`config.mk`:
```
export PLATFORM = sky130hd
export DESIGN_NAME = bram_rmw_scheduler
export DESIGN_NICKNAME = d
export VERILOG_FILES = /design/src/rtl/snn_mem_pkg.sv /design/src/rtl/rr_arbiter2.sv /design/src/rtl/bram_rmw_scheduler.sv
export SDC_FILE = /design/constraint.sdc
export NUM_CORES = 1
export LEC_CHECK = 0
export BUFFER_PORTS_ARGS = -buffer_cell sky130_fd_sc_hd__buf_4
export CAP_MARGIN = 20
export CORE_MARGIN = 10
export CORE_UTILIZATION = 53
export CTS_CLUSTER_DIAMETER = 30
export DETAILED_ROUTE_END_ITERATION = 6
export PLACE_DENSITY_LB_ADDON = 0.12
export SETUP_SLACK_MARGIN = 0.05
export SYNTH_ARGS = -nofsm -noshare
export SYNTH_HDL_FRONTEND = slang
export SYNTH_SLANG_ARGS = --single-unit
```
`constraint.sdc`:
```
create_clock -name clk -period 5.7 [get_ports clk]
set_input_delay 0.57 -clock clk [delete_from_list [all_inputs] [get_ports clk]]
set_output_delay 0.57 -clock clk [all_outputs]
set_load 0.05 [all_outputs]
```
`src/rtl/snn_mem_pkg.sv`:
```
// Shared types and saturating arithmetic for the membrane-potential
// read-modify-write path.
package snn_mem_pkg;

   localparam int MEM_ADDR_W  = 11;
   localparam int MEM_DELTA_W = 8;

   typedef enum logic {
      OP_ACC = 1'b0,
      OP_CLR = 1'b1
   } mem_op_e;

   // Identifies the requester that was granted most recently.
   typedef enum logic {
      PTR_UPD   = 1'b0,
      PTR_FLUSH = 1'b1
   } rr_ptr_e;

   typedef struct packed {
      logic                   valid;
      mem_op_e                op;
      logic [MEM_ADDR_W-1:0]  addr;
      logic [MEM_DELTA_W-1:0] delta;
   } mem_req_t;

   // Operands arrive sign-extended to 64 bits; the result is clamped to a
   // signed range of the given width so the caller can truncate safely.
   function automatic logic signed [63:0] sat_add(
      input logic signed [63:0] a,
      input logic signed [63:0] b,
      input int                 width
   );
      logic signed [63:0] sum;
      logic signed [63:0] hi;
      logic signed [63:0] lo;
      sum = a + b;
      hi  = (64'sd1 <<< (width - 1)) - 64'sd1;
      lo  = -(64'sd1 <<< (width - 1));
      if (sum > hi)
         return hi;
      else if (sum < lo)
         return lo;
      else
         return sum;
   endfunction

endpackage

```
`src/rtl/rr_arbiter2.sv`:
```
// Two-way round-robin arbiter between the accumulate and flush requesters.
// Grants are combinational; the pointer remembers the last winner.
module rr_arbiter2
   import snn_mem_pkg::*;
(
   input  logic clk,
   input  logic rst,
   input  logic req_upd,
   input  logic req_flush,
   output logic gnt_upd,
   output logic gnt_flush
);

   rr_ptr_e last_q;

   always_comb begin
      gnt_flush = !rst && req_flush && (!req_upd || (last_q == PTR_UPD));
      gnt_upd   = !rst && req_upd && (!req_flush || (last_q == PTR_FLUSH));
   end

   // Resetting to PTR_UPD lets flush win the first tie.
   always_ff @(posedge clk) begin
      if (rst)
         last_q <= PTR_UPD;
      else if (gnt_upd || gnt_flush)
         last_q <= gnt_flush ? PTR_FLUSH : PTR_UPD;
   end

endmodule

```
`src/rtl/bram_rmw_scheduler.sv`:
```
// Pipelined read-modify-write scheduler for a dual-port BRAM of membrane
// potentials: read on port A, write on port B, hazards forwarded, no stalls.
module bram_rmw_scheduler
   import snn_mem_pkg::*;
#(
   parameter int DATA_WIDTH  = 36,
   parameter int ADDR_WIDTH  = 11,
   parameter int DELTA_WIDTH = 8
) (
   input  logic                  clk,
   input  logic                  rst,
   input  logic                  upd_valid,
   output logic                  upd_ready,
   input  logic [ADDR_WIDTH-1:0] upd_addr,
   input  logic [DELTA_WIDTH-1:0] upd_delta,
   input  logic                  flush_valid,
   output logic                  flush_ready,
   input  logic [ADDR_WIDTH-1:0] flush_addr,
   output logic                  flush_rvalid,
   output logic [ADDR_WIDTH-1:0] flush_raddr,
   output logic [DATA_WIDTH-1:0] flush_rdata,
   output logic                  bram_en_a,
   output logic                  bram_we_a,
   output logic [ADDR_WIDTH-1:0] bram_addr_a,
   output logic [DATA_WIDTH-1:0] bram_din_a,
   input  logic [DATA_WIDTH-1:0] bram_dout_a,
   output logic                  bram_en_b,
   output logic                  bram_we_b,
   output logic [ADDR_WIDTH-1:0] bram_addr_b,
   output logic [DATA_WIDTH-1:0] bram_din_b,
   output logic                  idle
);

   logic gnt_upd;
   logic gnt_flush;

   mem_req_t req_p0;
   mem_req_t req_p1;
   mem_req_t req_p2;

   logic                         fwd_hit_p2;
   logic signed [DATA_WIDTH-1:0] fwd_data_p2;
   logic signed [DATA_WIDTH-1:0] old_p2;
   logic signed [DATA_WIDTH-1:0] wdata_p2;

   rr_arbiter2 u_arb (
      .clk       (clk),
      .rst       (rst),
      .req_upd   (upd_valid),
      .req_flush (flush_valid),
      .gnt_upd   (gnt_upd),
      .gnt_flush (gnt_flush)
   );

   assign upd_ready   = gnt_upd;
   assign flush_ready = gnt_flush;

   // S0: the granted request, in the common op format
   always_comb begin
      req_p0.valid = gnt_upd || gnt_flush;
      req_p0.op    = gnt_flush ? OP_CLR : OP_ACC;
      req_p0.addr  = gnt_flush ? MEM_ADDR_W'(flush_addr) : MEM_ADDR_W'(upd_addr);
      req_p0.delta = gnt_flush ? '0 : MEM_DELTA_W'(upd_delta);
   end

   // S2: merge the forwarded word over the stale BRAM read, then modify
   always_comb begin
      old_p2 = fwd_hit_p2 ? fwd_data_p2 : $signed(bram_dout_a);
      if (req_p2.op == OP_CLR)
         wdata_p2 = '0;
      else
         wdata_p2 = DATA_WIDTH'(sat_add(64'(old_p2), 64'($signed(req_p2.delta)), DATA_WIDTH));
   end

   always_ff @(posedge clk) begin
      if (rst) begin
         req_p1       <= '0;
         req_p2       <= '0;
         fwd_hit_p2   <= 1'b0;
         flush_rvalid <= 1'b0;
         flush_raddr  <= '0;
         flush_rdata  <= '0;
      end else begin
         req_p1       <= req_p0;
         req_p2       <= req_p1;
         // The S1 read on this edge sees the word before the S2 write lands.
         fwd_hit_p2   <= req_p1.valid && req_p2.valid && (req_p1.addr == req_p2.addr);
         flush_rvalid <= req_p2.valid && (req_p2.op == OP_CLR);
         if (req_p2.valid && (req_p2.op == OP_CLR)) begin
            flush_raddr <= ADDR_WIDTH'(req_p2.addr);
            flush_rdata <= old_p2;
         end
      end
   end

   always_ff @(posedge clk) begin
      fwd_data_p2 <= wdata_p2;
   end

   // S1: port A read issue
   assign bram_en_a   = req_p1.valid && !rst;
   assign bram_we_a   = 1'b0;
   assign bram_addr_a = ADDR_WIDTH'(req_p1.addr);
   assign bram_din_a  = '0;

   // S2: port B write-back, suppressed whenever reset is asserted
   assign bram_we_b   = req_p2.valid && !rst;
   assign bram_en_b   = bram_we_b;
   assign bram_addr_b = ADDR_WIDTH'(req_p2.addr);
   assign bram_din_b  = bram_we_b ? wdata_p2 : '0;

   assign idle = !(req_p1.valid || req_p2.valid || flush_rvalid);

endmodule

```
==> results.ini, run 1 <==
[outcome]
outcome = finished, final reports clean

[die]
initial_core_util_pct = 53.9
row_count = 43
die_h_um = 139
dieArea_um2 = 19200
core_um2 = 13800
die_w_um = 139
ios = 219

[route]
wl_met1_um = 8470
detail_route.vias_per_cell = 5.43
wire_per_inst_um = 17.0
dr_wl_met2_um = 9750
top_layer_used = met4
ant_nets = 0
vias = 6489
route.detailed.drc = 0
drtIter0Drc = 441
drt_wl_total_um = 20300
detail_route.first_pass.iterations = 7
wl_met3_um = 1700

[critical_path]
critical_path_arrival_ns = 4.69
critPathLaunchType = register
required_ns = 5.13
crit_buf_inv = 2
cp_max_fo = 36
worstSetupEndpointType = output pin
path_class = register to output pin
cp_top_family = compound AO/OA/AOI/OAI gates
endpoint = bram_din_b[34]
crit_top_cell = buf_4
worstRegToRegCells = 12
rrSetupSlack_ns = 1.52
path_cells = buf_4 > mux2_2 > ha_1 > a211o_1 > a21oi_1 > o21a_1 > o21ai_0 > a211oi_1 > a21boi_2 > a311o_1 > o22ai_1 > buf_4
r2r_start = fwd_hit_p2
r2r_end = fwd_data_p2[0]
max_stage_delay_ns = 0.66
crit_cells = 12
crit_slowest_cell = a311o_1
startpoint = fwd_hit_p2

[clock_network]
cts_setup_buffers = 0
h-tree-depth = 4
clock_sinks = 128
numCtsBuffers = 17
cts_hold_buf = 0
cts-root-buf = clkbuf_16
cts_tree = done
post_cts_resized = 0
clk_pin_slew_ns = 0.05
insertion_delay_ns = 0.42
cts_buffer_depth = 2

[sta]
rsz0062_at_grt = false
period_share_pct = 92.4
setup_viol = 0
timing.fmax_ghz = 0.190
finalSetupTns_ns = 0
slew_viol_final = 0
hold_violations = 0
fin_crit_ns = 5.26
slew_headroom_pct = 35.0
skew_ns = 0.0128
worst_slew_pin_slew_ns = 0.974

[global_route]
grt_pass1_vias = 6290
grt_max_degree = 74
antenna_found_initial = 0
grt_first_pass_wirelength_um = 32600
gr-total-overflow = 0
grt_usage_pct = 20.2

[yosys]
ys_seq_area_share_pct = 34.4
synth-warning-count = 0
synth_seq_cells = 128
yosysTopAreaCellShare_pct = 34.4
synth_area_um2 = 7460
synth_flop_cell = dfxtp_1
synth_edf_count = 0
synth_area_leader_cell = dfxtp_1
ys_top_cells_by_count = 128 x dfxtp_1, 97 x nor2_1, 71 x a21oi_1
yosys-top-cells-area = dfxtp_1 34%, buf_4 6.1%, ha_1 6.0%
avgSynthCellArea_um2 = 8.57
synthArstFlopShare_pct = 0
syn_inst = 870
synth.distinct_cells = 69
synth.most_common_cell = dfxtp_1

[place]
io_buffers = 181
dpl.hpwl_um = 15400
gp_congestion = 0.942

[pwr]
p_per_area_nw_per_um2 = 282
p_leak_nw = 3.97
ir_drop_uv = 238
report.power.total_w = 0.00258

[finish]
utilization_pct = 66.1
areaGrowthSynthToFinish_pct = 22.5
insertedDiodeCount = 0
final_nets = 1111
final_layout_size_suffix_gt1_share_pct = 27.3

[run]
drv_cap = 0

[hold_path]
min_path_type = primary input to register

[cell usage in the layout (no fill, tap or decap), types with 17 or more instances in the layout]
| cell type | count |
|---|---|
| nor2b_1 | 28 |
| mux2_2 | 35 |
| clkbuf_16 | 17 |
| nor3_1 | 44 |
| o21ai_0 | 22 |
| nor2_1 | 96 |
| buf_4 | 188 |
| ha_1 | 36 |
| dfxtp_1 | 128 |
| conb_1 | 37 |
| nand2_1 | 49 |
| a21oi_1 | 71 |
| xnor2_1 | 30 |
| o21a_1 | 43 |
| o22ai_1 | 23 |
[cell type report]
cell class,count,area (um2)
multi-input combinational,659,4310
tap,180,225
clock inverter,8,80.1
timing repair buffer,189,1430
inverter,9,33.8
sequential,128,2560
clock buffer,23,488
fill,1207,4690
[power by group]
part           leakage (nW)  total, W  switching, W  internal (W)
registers              1.05  0.000991     0.0000264      0.000965
clock network         0.272   0.00104      0.000395      0.000643
logic                  2.65  0.000549      0.000357      0.000192
total                  3.97   0.00258      0.000778       0.00180
[per-layer routing]
metal,track usage (%),up-vias
li1,-,3259
met1,23.3,2988
met2,33.2,213
met3,8.32,29
met4,6.86,0
met5,0,-
[stage by stage]
step                std cells  instance area, um2  hold slack [ns]  setup slack, ns
floorplan                 906                7590            0.414            0.890
global placement         1165                8570            0.421            0.980
detailed placement       1165                8570            0.424            0.917
CTS                      1196                9140            0.336            0.435
global route             1196                9140            0.341            0.123
finish                   1196                9140            0.354            0.436
[cells by family (layout without fill, tap and decap cells)]
| family | count (synthesis) | count (layout) | synth area share [%] |
|---|---|---|---|
| DFF | 128 | 128 | 34.4 |
| buffers and inverters | 119 | 229 | 9.66 |
| AOI/OAI and AO/OA | 233 | 233 | 21.5 |
| muxes | 37 | 37 | 5.55 |
| and+or+nand+nor | 273 | 273 | 17.6 |
| xor gates and xnor gates | 42 | 42 | 4.93 |
| adders and majority gates | 37 | 37 | 6.31 |
| other | 1 | 37 | 0.0503 |
[worst min path at each step]
stage,startpoint,end,slack (ns),cells past startpoint
floorplan,req_p1[0],req_p2[0],0.41,1
global placement,req_p1[19],req_p2[19],0.42,1
detailed placement,req_p1[6],req_p2[6],0.42,1
CTS,upd_delta[7],req_p1[7],0.34,2
global route,upd_delta[2],req_p1[2],0.34,2
finish,upd_delta[7],req_p1[7],0.35,2
[sequential cells by signal (all words and copies together), names as in the netlist]
name and count:
flush_rvalid 1, fwd_data_p2 36, req_p2 10, flush_raddr 11, flush_rdata 36, bram_addr_b 11, req_p1 10, u_arb.last_q 1
bram_addr_a 11, fwd_hit_p2 1
Note: power is estimated with default switching activity, not from simulation.
==> run 2: changes to the inputs <==
--- a/config.mk
+++ b/config.mk
@@ -8,11 +8,12 @@
 export BUFFER_PORTS_ARGS = -buffer_cell sky130_fd_sc_hd__buf_4
 export CAP_MARGIN = 20
 export CORE_MARGIN = 10
-export CORE_UTILIZATION = 53
+export CORE_UTILIZATION = 52
 export CTS_CLUSTER_DIAMETER = 30
 export DETAILED_ROUTE_END_ITERATION = 6
 export PLACE_DENSITY_LB_ADDON = 0.12
 export SETUP_SLACK_MARGIN = 0.05
 export SYNTH_ARGS = -nofsm -noshare
 export SYNTH_HDL_FRONTEND = slang
+export SYNTH_HIERARCHICAL = 1
 export SYNTH_SLANG_ARGS = --single-unit
==> results.ini, run 2 <==
[outcome]
outcome = finished, violations left
violations = design-rule violations

[critical_path]
worstSetupEndpointType = output pin
required_ns = 5.13  ; about the same
rrSetupSlack_ns = 1.37  ; -0.15 ns
r2r_end = fwd_data_p2[16]
worstRegToRegCells = 13  ; +1
r2r_start = fwd_hit_p2
critPathLaunchType = register
cp_max_fo = 23  ; -36%
path_class = register to output pin
critical_path_arrival_ns = 4.75  ; +0.06 ns

[clock_network]
clk_pin_slew_ns = 0.06  ; about the same
numCtsBuffers = 17  ; unchanged
cts_tree = done
cts_buffer_depth = 2  ; unchanged
cts_setup_buffers = 0  ; unchanged
post_cts_resized = 0  ; unchanged
cts_hold_buf = 0  ; unchanged
cts-root-buf = clkbuf_16
insertion_delay_ns = 0.42  ; about the same
clock_sinks = 128  ; unchanged
h-tree-depth = 4  ; unchanged

[route]
vias = 6153  ; -5.2%
drtIter0Drc = 359  ; -19%
route.detailed.drc = 2  ; +2
detail_route.vias_per_cell = 5.11  ; -5.7%
ant_nets = 0  ; unchanged
detail_route.first_pass.iterations = 7  ; unchanged
wire_per_inst_um = 15.9  ; -6.1%
drt_wl_total_um = 19200  ; -5.5%

[die]
die_w_um = 137  ; -1.3%
core_um2 = 13300  ; -3.8%
die_h_um = 137  ; -1.3%
initial_core_util_pct = 53.4  ; -0.52 points
dieArea_um2 = 18700  ; -2.5%
ios = 219  ; unchanged
row_count = 42  ; -2.3%

[finish]
final_nets = 1121  ; +0.90%
multi_input_area_um2 = 3990  ; -7.5%
largestRegisters = flush_rdata: 36 flops, fwd_data_p2: 36 flops
layout_commonest_cell = buf_4
final_cell_mix = 187 x buf_4, 182 x nor2_1, 127 x dfxtp_1
insertedDiodeCount = 0  ; unchanged
final_cells = 1203  ; +0.59%
areaGrowthSynthToFinish_pct = 24.0
final_layout_size_suffix_gt1_share_pct = 25.5  ; -1.8 points
n_fill_cell = 1238  ; +2.6%
regArea_um2 = 2560  ; about the same

[pwr]
combPwrFrac_pct = 18.9  ; -2.4 points
p_seq_share_pct = 39.0  ; +0.6 points
p_leak_nw = 4.01  ; +0.81%
p_per_area_nw_per_um2 = 288  ; +2.0%
switching_share_pct = 29.5  ; -0.74 points
p_sw_w = 0.000747  ; -4.0%
p_clk_share_pct = 42.1  ; +1.8 points
intPower_w = 0.00179  ; -0.60%
ir_drop_uv = 208  ; -13%

[yosys]
synth_area_um2 = 7100  ; -4.8%
yosysTopAreaCellShare_pct = 36.1  ; +1.7 points
synth_edf_count = 0  ; unchanged
synth.most_common_cell = nor2_1
synth_area_leader_cell = dfxtp_1
synthMuxAreaShare_pct = 7.59  ; +2.0 points
synth-warning-count = 6  ; +6
synth_fa_ha_area_share_pct = 6.62  ; +0.32 points
synth_top_family_by_area = simple AND/OR/NAND/NOR gates
synthArstFlopShare_pct = 0  ; unchanged
ys_top_cells_by_count = 182 x nor2_1, 128 x dfxtp_1, 65 x buf_4
yosys-top-cells-area = dfxtp_1 36%, nor2_1 9.6%, buf_4 6.9%
synth_seq_cells = 128  ; unchanged
synth_compound_area_share_pct = 12.3  ; -9.2 points
synth.distinct_cells = 52  ; -25%
synth-simple-area-share_pct = 22.2  ; +4.5 points
syn_inst = 871  ; +0.11%
synth_xor_xnor_area_share_pct = 5.30  ; +0.37 points
synth_flop_cell = dfxtp_1
ys_seq_area_share_pct = 36.1  ; +1.7 points
avgSynthCellArea_um2 = 8.15  ; -4.9%

[place]
gp_congestion = 0.916  ; -2.8%
dpl.hpwl_um = 14400  ; -6.4%
dp_cells = 1171  ; +0.52%
io_buffers = 181  ; unchanged

[sta]
slew_headroom_pct = 35.3  ; +0.22 points
period_share_pct = 93.3  ; +0.95 points
slew_viol_final = 0  ; unchanged
fin_crit_ns = 5.32  ; +0.0542 ns
worst_slew_pin_slew_ns = 0.968  ; -0.00673 ns
timing.fmax_ghz = 0.188  ; -1.0%
rsz0062_at_grt = false
skew_ns = 0.00536  ; -0.00748 ns
finalSetupTns_ns = 0  ; unchanged
hold_slack_ns = 0.353  ; -0.000233 ns
setup_viol = 0  ; unchanged
hold_violations = 0  ; unchanged

[hold_path]
min_delay_path_depth = 2  ; unchanged
hold_start = upd_delta[5]
min_path_type = primary input to register
min_to = req_p1[5]

[run]
drv_cap = 0  ; unchanged

[global_route]
grt_pass1_vias = 6141  ; -2.4%
grt_max_degree = 88  ; +19%
grt_usage_pct = 19.9  ; -0.30 points
antenna_found_initial = 0  ; unchanged
grt_first_pass_wirelength_um = 30200  ; -7.3%
gr-total-overflow = 0  ; unchanged

run 2: cell types whose count changed in the layout (fill, tap and decap cells not counted), sizes merged, moves of 6 or more:
| cell | delta |
|---|---|
| o21a | -40 |
| o22ai | -22 |
| a21oi | -10 |
| nor2 | +85 |
| o21ai | +12 |
| o211ai | -6 |
| mux2i | +11 |
| a22o | -11 |
run 2: kinds of logic after synthesis:
kind of cell | after synthesis
fa+ha+maj | 37
other cells | 1
compound gates | 147
buf+inv | 112
xor+xnor | 43
mux | 49
simple gates | 354
flops | 128
run 2: worst max path at each step:
stage | startpoint | end | slack (ns)
2_1_floorplan | fwd_hit_p2 | bram_din_b[30] | 0.86
3_3_place_gp | fwd_hit_p2 | bram_din_b[34] | 0.85
3_5_place_dp | fwd_hit_p2 | bram_din_b[34] | 0.76
4_1_cts | fwd_hit_p2 | bram_din_b[34] | 0.27
5_1_grt | fwd_hit_p2 | bram_din_b[2] | 0.08
6_report | fwd_hit_p2 | bram_din_b[4] | 0.38
run 2: worst max-delay path, cell delays in order, from the launching register on:
cell and delay [ns]:
dfxtp_2 0.58, buf_4 0.33, mux2_2 0.39, ha_1 0.40, nand2_1 0.09, nor2_1 0.25, or4bb_1 0.43, a31oi_1 0.23
o21ai_1 0.13, a21oi_2 0.20, and3_1 0.39, buf_4 0.35, a21o_1 0.12, and2_1 0.18, buf_4 0.22
run 2: layout make-up:
cell class / instances / area share, %
tap: 176 / 2.50
timing repair buffer: 187 / 15.9
multi-input combinational: 667 / 45.3
inverter: 13 / 0.554
clock inverter: 12 / 1.52
sequential: 128 / 29.1
clock buffer: 20 / 5.07
run 2: power by group through the flow:
stage | Combinational (W) | Clock, W | Sequential (W)
after global routing | 0.000521 | 0.00112 | 0.000996
after global placement | 0.000472 | 0 | 0.00101
final | 0.000479 | 0.00107 | 0.000989
after CTS | 0.000477 | 0.00108 | 0.000990
after floorplan | 0.000391 | 0 | 0.00101
after detailed placement | 0.000475 | 0 | 0.00101
run 2: stage by stage:
step	util (%)	total power (W)	cell area, um2	setup WS, ns
after global placement	61.8	0.00148	8220	0.851
after CTS	66.2	0.00255	8800	0.270
after floorplan	-	0.00140	7240	0.860
after detailed placement	61.8	0.00148	8220	0.764
final	66.2	0.00254	8810	0.381
after global routing	66.2	0.00264	8810	0.0836
run 2: metal layers:
metal  global-route usage (%)  vias up  share of wire (%)
met1                     22.3     2776                 41
met2                     33.6      218                 48
met5                        0        -                  0
li1                         -     3131                  -
met3                     7.99       28                9.0
met4                     7.08        0                1.7
